===== config.mk =====
export PLATFORM = sky130hd
export DESIGN_NAME = align_lifo
export DESIGN_NICKNAME = d
export VERILOG_FILES = /design/src/rtl/tb_align_collector_align_lifo.sv
export SDC_FILE = /design/constraint.sdc
export NUM_CORES = 1
export LEC_CHECK = 0
export ABC_AREA = 1
export CORE_ASPECT_RATIO = 1.5
export CORE_UTILIZATION = 54
export DETAILED_ROUTE_END_ITERATION = 6
export MAX_ROUTING_LAYER = met4
export PLACE_DENSITY = 0.76
export SLEW_MARGIN = 20
export SYNTH_ARGS = -nofsm -noshare
export SYNTH_HDL_FRONTEND = slang
export SYNTH_SLANG_ARGS = --single-unit
export TNS_END_PERCENT = 10

===== constraint.sdc =====
create_clock -name clk -period 2.4 [get_ports clk]
set_clock_uncertainty 0.05 [all_clocks]
set_input_delay 0.48 -clock clk [delete_from_list [all_inputs] [get_ports clk]]
set_output_delay 0.48 -clock clk [all_outputs]
set_load 0.005 [all_outputs]

===== src/rtl/tb_align_collector_align_lifo.sv =====
// DEPTH x 6-bit stack of {r,q} pairs; exposes top and the entry beneath it for back-to-back pops.
module align_lifo #(
    parameter int DEPTH = 16,
    parameter int CW    = $clog2(DEPTH + 1)
) (
    input  logic          clk,
    input  logic          rst,
    input  logic          clear,
    input  logic          push,
    input  logic [5:0]    push_data,
    input  logic          pop,
    output logic [5:0]    top,
    output logic [5:0]    second,
    output logic [CW-1:0] count,
    output logic          full,
    output logic          empty
);
    localparam int AW = (DEPTH > 1) ? $clog2(DEPTH) : 1;

    logic [5:0]    mem [DEPTH];
    logic [CW-1:0] count_reg;
    logic [AW-1:0] wr_idx;
    logic [AW-1:0] top_idx;
    logic [AW-1:0] second_idx;
    logic          do_push;
    logic          do_pop;

    assign full       = (count_reg == CW'(DEPTH));
    assign empty      = (count_reg == '0);
    assign do_push    = push && !full && !clear;
    assign do_pop     = pop && !empty && !clear && !push;
    assign wr_idx     = AW'(count_reg);
    assign top_idx    = AW'(count_reg - CW'(1));
    assign second_idx = AW'(count_reg - CW'(2));

    // Storage carries no reset so it maps onto RAM; only the count is reset.
    always_ff @(posedge clk) begin
        if (do_push) begin
            mem[wr_idx] <= push_data;
        end
    end

    always_ff @(posedge clk or posedge rst) begin
        if (rst) begin
            count_reg <= '0;
        end else if (clear) begin
            count_reg <= '0;
        end else if (do_push) begin
            count_reg <= count_reg + CW'(1);
        end else if (do_pop) begin
            count_reg <= count_reg - CW'(1);
        end
    end

    assign top    = mem[top_idx];
    assign second = mem[second_idx];
    assign count  = count_reg;
endmodule


==> results of run 1 <==
per-layer routing:
layer  GRT usage  routed length (um)  vias up
met5           -                   0        -
met1       0.399                5980     2362
li1            -                   -     2154
met3      0.0574                1710      133
met4       0.276                1450        0
met2       0.591                8980      408
cell usage after synthesis, types with 4 or more instances:
master | n | area share
nand2_1 | 116 | 0.080
edfxtp_1 | 96 | 0.53
nand3_1 | 77 | 0.071
inv_1 | 67 | 0.046
o211ai_1 | 44 | 0.061
o21ai_0 | 39 | 0.036
a21oi_1 | 37 | 0.034
buf_2 | 18 | 0.017
nor2_1 | 15 | 0.010
clkbuf_1 | 10 | 0.0069
o211ai_2 | 10 | 0.023
ha_1 | 7 | 0.016
dfrtp_1 | 5 | 0.023
o21ai_1 | 5 | 0.0046
buf_4 | 4 | 0.0055
buf_6 | 4 | 0.0083
critical path, cell delays in order, from the launching register on:
cell and delay (ns):
dfrtp_2 0.42, clkinv_4 0.11, ha_4 0.43, inv_4 0.07, buf_6 0.14, o211ai_1 0.13
nand3_1 0.16, nand3_1 0.12, nand2_2 0.06, buf_2 0.12
how the worst min path moves through the flow:
stage | from | end | cells after the start
after CTS | rst | count[4] | 2
final | rst | count[4] | 2
after floorplan | rst | count[0] | 1
after detailed placement | count[4] | count[4] | 2
after global routing | rst | count[3] | 2
after global placement | count[4] | count[4] | 2
layout make-up:
type | instances | area, um^2 | area share
inverters | 70 | 279 | 0.0396
clock inverters | 7 | 66.3 | 0.00940
multi-input cells | 365 | 2120 | 0.300
clock buffers | 9 | 225 | 0.0319
repair buffers | 96 | 1210 | 0.172
well taps | 115 | 144 | 0.0204
flip-flops and latches | 101 | 3010 | 0.427
power by group through the flow:
stage          Sequential, mW  Clock (mW)  Combinational (mW)
5_1_grt                  2.08        1.52                5.42
2_1_floorplan            2.09           0                2.22
3_3_place_gp             2.09           0                3.82
6_report                 2.08        1.46                5.20
3_5_place_dp             2.09           0                3.91
4_1_cts                  2.07        1.44                4.84
stage by stage:
step	instance area, um^2	hold WS [ns]	power (mW)
2_1_floorplan	5450	0.209	4.30
3_3_place_gp	6080	0.543	5.91
3_5_place_dp	6080	0.562	6.00
4_1_cts	6990	0.284	8.35
5_1_grt	7050	0.338	9.02
6_report	7050	0.281	8.74
repair_timing:
| action | CTS | global route |
|---|---|---|
| endpoints found under the setup margin | 14 | 14 |
| buffers inserted | 13 | 1 |
| gates resized for setup | 112 | 10 |
| cloned | 9 | 2 |
| pin swaps | 40 | 18 |
kinds of logic after synthesis:
logic type	Yosys count	synth area share
AOI/OAI and AO/OA	135	0.158
xor gates and xnor gates	3	0.00965
adders and majority gates	7	0.0161
buffers and inverters	108	0.0868
DFF	101	0.552
and+or+nand+nor	220	0.177
==> run metrics, run 1 <==
crit start category flip-flop; drt first pass iters 7; DR WL/cell 23.7 um; Via density between 6 and 7; P_sw around 3.6 mW; DRC viols 6; Clock Tree Buf Depth 2; Seq pwr share 0.238; Detailed Route WL 18100 um; number of diodes 0; DIE AREA 10500 um^2; internal power between 5 and 6 mW; floorplan row count 44; Vert. Die Dim 125 um; CTS Root Cell clkbuf_16; Peak supply drop 0.782 mV; Total Routing Usage GR 0.364; fin util 0.724; Starting Density 0.559; commonest non-fill, non-tap cell in the layout nand2_1; Worst EP required between 1.5 and 2 ns; CTS Buf Count 9; Synth-to-Final Area Change 29.5%; fraction of layout cells with a size suffix above 1 0.227; final setup violation count 14; hold-fix buffers at CTS 0; status complete, but fails checks; reg2reg start count[0]; CP Launch Point count[0]; Setup crit end kind primary output; failing checks design-rule violations, negative setup slack; CTS H-Tree Depth 3; Final #Nets 661; Logic pwr share 0.596; Slew Viols, Final 0; vias post-DR ~5000; initial antenna violation count 0; Critical Path AT between 2 and 2.5 ns; first-pass GRT wire length roughly 28000 um; post-route insts no fill between 700 and 800; CORE AREA slightly below 10000 um^2; proportion of synthesized chip area in sequential cells 0.552; grt ovf 0; CP Class flip-flop to primary output; leakage between 2 and 3 nW; Post-synth ARST share 0.0495; most frequent cells in the layout nand2_1 (111), edfxtp_1 (96), nand3_1 (64); clock share of power 0.167; CTS tree built; Clk Latency, worst-skew pair 0.35 ns; Final Cycle Share 1.10; antenna-violating nets left 0; Syn Inst Count between 500 and 600; Iter 0 DRT Violations around 810; Max Cap Violations 0; setup_tns -1.93 ns; Switching Share 0.412; maximum fanout along the worst path 6; Slew headroom 0.506; Syn Area/Cell about 9.5 um^2; Chip Width 84 um; Placed Cells 722; cell area after synthesis between 5000 and 6000 um^2; port bufs 29; Post-Syn Nets 592; gpl congestion 0.954; worst slack, placed -0.151 ns; clock-pin slew on the worst setup and hold paths around 0.07 ns; Hold Vio Cnt, Final 0; max reg flops between 90 and 100; Layout fillers 638; num ports 30; Syn. warnings 0; largest net degree at the start of global routing 32; min cycle time layout around 2.7 ns; top_reg_cell synth edfxtp_1; HP Class input pin to async pin; end point of the critical path top[3]; TritonCTS Sinks around 100; power density cells 1240 nW/um^2; final worst slack -0.251 ns; unrepaired setup endpoints after global routing yes; R2R setup slack roughly 0.19 ns; hpwl dp 10200 um; Register-to-Register Path Depth 9; fmax roughly 380 MHz; vias in the first global route between 5000 and 6000; number of flops mapped to enable cells by yosys 96; synth unique cells 28; synthesis-stage register bit count a little over 100; r2r endpoint mem[8][2]; worst-margin pin slew around 0.74 ns
No activity file was read; power rests on OpenSTA's default activity.
==> inputs of run 2 (changes only) <==
--- a/config.mk
+++ b/config.mk
@@ -10,7 +10,7 @@
 export CORE_UTILIZATION = 54
 export DETAILED_ROUTE_END_ITERATION = 6
 export MAX_ROUTING_LAYER = met4
-export PLACE_DENSITY = 0.76
+export PLACE_DENSITY_LB_ADDON = 0.25
 export SLEW_MARGIN = 20
 export SYNTH_ARGS = -nofsm -noshare
 export SYNTH_HDL_FRONTEND = slang
==> run metrics, run 2 (same netlist as run 1, synthesis figures left out) <==
hold-fix buffers at CTS 0 (unchanged); fin util 0.738 (+0.0141); post-route insts no fill 775 (+1.6%); Starting Density 0.559 (unchanged); fraction of layout cells with a size suffix above 1 0.261 (+0.0338); unrepaired setup endpoints after global routing yes; fmax 383 MHz (+1.6%); max reg flops 96 (unchanged); hpwl dp 9900 um (-2.9%); Layout fillers 644 (+0.94%); antenna-violating nets left 0 (unchanged); Final #Nets 674 (+2.0%); DRC viols 4 (-2); failing checks design-rule violations, negative setup slack; TritonCTS Sinks 101 (unchanged); maximum fanout along the worst path 22 (+16); CP Class flip-flop to primary output; final setup violation count 12 (-2); Clk Latency, worst-skew pair 0.35 ns (about the same); vias post-DR 4827 (-4.5%); HP Class input pin to async pin; vias in the first global route 4773 (-7.5%); largest net degree at the start of global routing 30 (-6.3%); DR WL/cell 21.6 um (-9.1%); Setup crit end kind primary output; min cycle time layout 2.61 ns (-0.0429 ns); crit start category flip-flop; CP Launch Point count[0]; num ports 30 (unchanged); Multi-input gate area 2210 um^2 (+4.1%); power density cells 1250 nW/um^2 (+0.99%); commonest non-fill, non-tap cell in the layout nand2_1; Critical Path AT 2.08 ns (-0.04 ns); Detailed Route WL 16700 um (-7.7%); Chip Width 84 um (unchanged); CTS tree built; clock-pin slew on the worst setup and hold paths 0.06 ns (about the same); status complete, but fails checks; Vert. Die Dim 125 um (unchanged); DIE AREA 10500 um^2 (unchanged); initial antenna violation count 0 (unchanged); Via density 6.23 (-6.0%); post-route cell area 7190 um^2 (+2.0%); port bufs 29 (unchanged); Worst EP required 1.87 ns (about the same); drt first pass iters 7 (unchanged); Overall Power 8.99 mW (+3.0%); CTS H-Tree Depth 3 (unchanged); Slew headroom 0.462 (-0.0441); register area 3010 um^2 (unchanged); setup_tns -1.80 ns (+0.128 ns); Slew Viols, Final 0 (unchanged); CTS Root Cell clkbuf_16; worst slack, placed -0.230 ns (-0.0781 ns); Cell Area, Placed 6040 um^2 (-0.62%); CTS Buf Count 9 (unchanged); worst-margin pin slew 0.804 ns (+0.0659 ns); most frequent cells in the layout nand2_1 (111), edfxtp_1 (96), inv_1 (60); grt ovf 0 (unchanged); Max Cap Violations 0 (unchanged); Final Cycle Share 1.09 (-0.0179); final worst slack -0.208 ns (+0.0429 ns); gpl congestion 0.905 (-5.2%); Clock Tree Buf Depth 2 (unchanged); Total Routing Usage GR 0.340 (-0.0242); number of diodes 0 (unchanged); hold_ws 0.277 ns (-0.00383 ns); floorplan row count 44 (unchanged); first-pass GRT wire length 25800 um (-6.3%); Peak supply drop 0.936 mV (+20%); Placed Cells 722 (unchanged); Hold Vio Cnt, Final 0 (unchanged); Iter 0 DRT Violations 484 (-41%); reg2reg start count[0]; Synth-to-Final Area Change 32.0%; leakage 2.91 nW (+2.9%); CORE AREA 9740 um^2 (unchanged)
[run 2: changes by cell type in the layout (fill, tap and decap cells not counted), moves of 3 or more]
| cell | previous run | this run |
|---|---|---|
| a21oi_1 | 32 | 29 |
| buf_4 | 33 | 38 |
| buf_6 | 7 | 19 |
| clkbuf_2 | 3 | 0 |
| dlygate4sd2_1 | 1 | 5 |
| nand3_1 | 64 | 54 |
| nand3_2 | 15 | 25 |
| o21ai_0 | 25 | 12 |
| o21ai_1 | 19 | 29 |
[run 2: where the power goes]
part | switching (mW) | leakage [nW] | internal (mW) | total (mW)
sequential | 0.0491 | 0.928 | 2.01 | 2.06
combinational | 2.95 | 1.85 | 2.59 | 5.53
clock | 0.605 | 0.130 | 0.795 | 1.40
[run 2: worst max-delay path, cell delays in order (launching register included)]
cell           delay (ns)
dfrtp_2              0.42
buf_4                0.16
buf_12               0.15
buf_12               0.16
a21oi_1              0.14
o21ai_0              0.09
nand3_1              0.13
nand3_1              0.13
nand2_2              0.10
dlygate4sd2_1        0.24
[run 2: timing repair]
action,in CTS,in global routing
resized for setup,145,20
cloned,10,0
endpoints found under the setup margin,14,14
buffers inserted,26,2
pin swaps,39,14
[run 2: final cells by class]
type,count,share of cell area
flip-flops and latches,101,0.419
multi-input cells,365,0.307
repair buffers,108,0.176
inverters,70,0.0381
clock buffers,10,0.0318
well taps,115,0.0200
clock inverters,5,0.00731
repair inverters,1,0.00104
[run 2: per-layer routing]
| layer | global-route usage | wire length, um | vias to the layer above |
|---|---|---|---|
| met1 | 0.400 | 6100 | 2294 |
| li1 | - | - | 2183 |
| met3 | 0.0647 | 1290 | 76 |
| met2 | 0.546 | 8300 | 274 |
| met4 | 0.190 | 1030 | 0 |
| met5 | - | 0 | - |
[run 2: worst paths after layout]
check	endpoint	slack (ns)	cells after the start
max	second[4]	-0.21	9
min	count[3]	0.28	2
max reg2reg	mem[5][3]	0.22	10
min reg2reg	count[4]	0.61	2
max in group asynchronous	count[0]	1.82	2
min in group clk	count[4]	0.61	2
==> inputs of run 3 (changes only) <==
--- a/config.mk
+++ b/config.mk
@@ -9,8 +9,9 @@
 export CORE_ASPECT_RATIO = 1.5
 export CORE_UTILIZATION = 54
 export DETAILED_ROUTE_END_ITERATION = 6
+export HOLD_SLACK_MARGIN = 0.05
 export MAX_ROUTING_LAYER = met4
-export PLACE_DENSITY_LB_ADDON = 0.25
+export PLACE_DENSITY = 0.73
 export SLEW_MARGIN = 20
 export SYNTH_ARGS = -nofsm -noshare
 export SYNTH_HDL_FRONTEND = slang
==> run metrics, run 3 (same netlist as run 1, synthesis figures left out) <==
CORE AREA 9740 um^2 (unchanged); grt ovf 0 (unchanged); initial antenna violation count 0 (unchanged); DIE AREA 10500 um^2 (unchanged); register area 3010 um^2 (unchanged); commonest non-fill, non-tap cell in the layout nand2_1; fraction of layout cells with a size suffix above 1 0.275 (+0.0145); DRC viols 4 (unchanged); Clock Tree Buf Depth 2 (unchanged); fmax 393 MHz (+2.6%); Via density 6.45 (+3.6%); CTS Root Cell clkbuf_16; Multi-input gate area 2300 um^2 (+4.4%); R2R setup slack 0.26 ns (+0.04 ns); unrepaired setup endpoints after global routing yes; clock-pin slew on the worst setup and hold paths 0.06 ns (about the same); DR WL/cell 22.2 um (+3.0%); CTS H-Tree Depth 3 (unchanged); post-route cell area 7200 um^2 (+0.16%); crit-path max cell delay 0.42 ns (about the same); most frequent cells in the layout nand2_1 (112), edfxtp_1 (96), inv_1 (61); num ports 30 (unchanged); floorplan row count 44 (unchanged); vias post-DR 4986 (+3.3%); vias in the first global route 4915 (+3.0%); failing checks design-rule violations, negative setup slack; TritonCTS Sinks 101 (unchanged); reg2reg start count[0]; leakage 2.90 nW (-0.21%); power density cells 1260 nW/um^2 (+0.61%); Cell Area, Placed 6040 um^2 (about the same); maximum fanout along the worst path 6 (-73%); Critical Path AT 2.01 ns (-0.07 ns); r2r endpoint mem[9][3]; max reg flops 96 (unchanged); Iter 0 DRT Violations 635 (+31%); worst slack, placed -0.146 ns (+0.0833 ns); final worst slack -0.143 ns (+0.0649 ns); HP Class input pin to async pin; Total Routing Usage GR 0.344 (+0.00495); Vert. Die Dim 125 um (unchanged); Synth-to-Final Area Change 32.3%; Detailed Route WL 17200 um (+2.8%); Max Cap Violations 0 (unchanged); first-pass GRT wire length 26100 um (+1.2%); final setup violation count 11 (-1); largest net degree at the start of global routing 41 (+37%); worst-path cell chain inv_4, ha_4, buf_4, a21oi_2, o21ai_1, nand3_1, nand3_2, nand2_2, buf_2; Setup crit end kind primary output; CTS Buf Count 9 (unchanged); number of diodes 0 (unchanged); hold-fix buffers at CTS 0 (unchanged); Placed Cells 726 (+0.55%); worst-margin pin slew 0.763 ns (-0.0416 ns); Layout fillers 605 (-6.1%); Starting Density 0.559 (unchanged); CP Class flip-flop to primary output; gpl congestion 0.888 (-1.9%); port bufs 29 (unchanged); post-route insts no fill 773 (-0.26%); Hold Vio Cnt, Final 0 (unchanged); min cycle time layout 2.54 ns (-0.0649 ns); Worst EP required 1.87 ns (about the same); Final Cycle Share 1.06 (-0.0270); drt first pass iters 7 (unchanged); CTS tree built; hpwl dp 10100 um (+2.3%); antenna-violating nets left 0 (unchanged); Slew headroom 0.490 (+0.0278); setup_tns -0.876 ns (+0.928 ns); Final #Nets 671 (-0.45%); status complete, but fails checks; Peak supply drop 0.688 mV (-27%); crit start category flip-flop; slowest CP cell dfrtp_2; Register-to-Register Path Depth 9 (-1); Clk Latency, worst-skew pair 0.34 ns (about the same); Slew Viols, Final 0 (unchanged); Chip Width 84 um (unchanged)
-- run 3: cell types whose count changed in the layout (fill, tap and decap cells not counted), sizes merged --
cell	change
clkbuf	+2
dlygate4sd2	-3
inv	+1
bufinv	-1
buf	-2
clkdlybuf4s15	+1
-- run 3: worst max-delay path by stage --
stage              from        end  cells after the start
3_5_place_dp   count[1]     top[0]                     10
2_1_floorplan  count[0]     top[0]                     12
4_1_cts        count[1]  second[2]                      9
5_1_grt        count[0]     top[0]                      9
6_report       count[0]     top[0]                      9
3_3_place_gp   count[0]     top[5]                      8
-- run 3: layout make-up --
cell class                      count  area share
Clock buffer                       11      0.0323
Clock inverter                      5     0.00504
Inverter                           70      0.0380
Multi-Input combinational cell    365       0.320
Sequential cell                   101       0.418
Tap cell                          115      0.0200
Timing Repair Buffer              105       0.166
Timing Repair inverter              1     0.00104
-- run 3: stage by stage --
step	total power, mW	utilization	hold WS, ns
final	9.06	0.739	0.290
after global routing	9.43	0.739	0.327
after CTS	8.66	0.732	0.292
after detailed placement	5.89	0.620	0.546
after global placement	5.84	0.620	0.538
after floorplan	4.30	-	0.209
-- run 3: critical path: cells and delay by family, from the launching register on --
family	cells	cell delay [ns]
buf+inv	3	0.35
fa+ha+maj	1	0.35
compound gates	2	0.19
flops	1	0.42
simple gates	3	0.35
-- run 3: per-layer routing --
metal	vias to the layer above	GRT usage	part of all wire
li1	2170	-	-
met1	2346	0.388	0.35
met2	355	0.547	0.48
met3	115	0.0653	0.091
met4	0	0.247	0.078
met5	-	-	0
-- run 3: timing repair --
item | in CTS | in global routing
gates resized for setup | 151 | 35
pin swaps | 50 | 13
setup buffers | 25 | 0
hold endpoints to repair | 0 | 0
cloned | 7 | 0
setup endpoints to repair | 14 | 14
-- run 3: where the power goes --
| group | internal [mW] | switching [mW] |
|---|---|---|
| Combinational | 2.62 | 3.06 |
| Clock | 0.706 | 0.623 |
| Sequential | 2.01 | 0.0489 |
| Total | 5.33 | 3.73 |
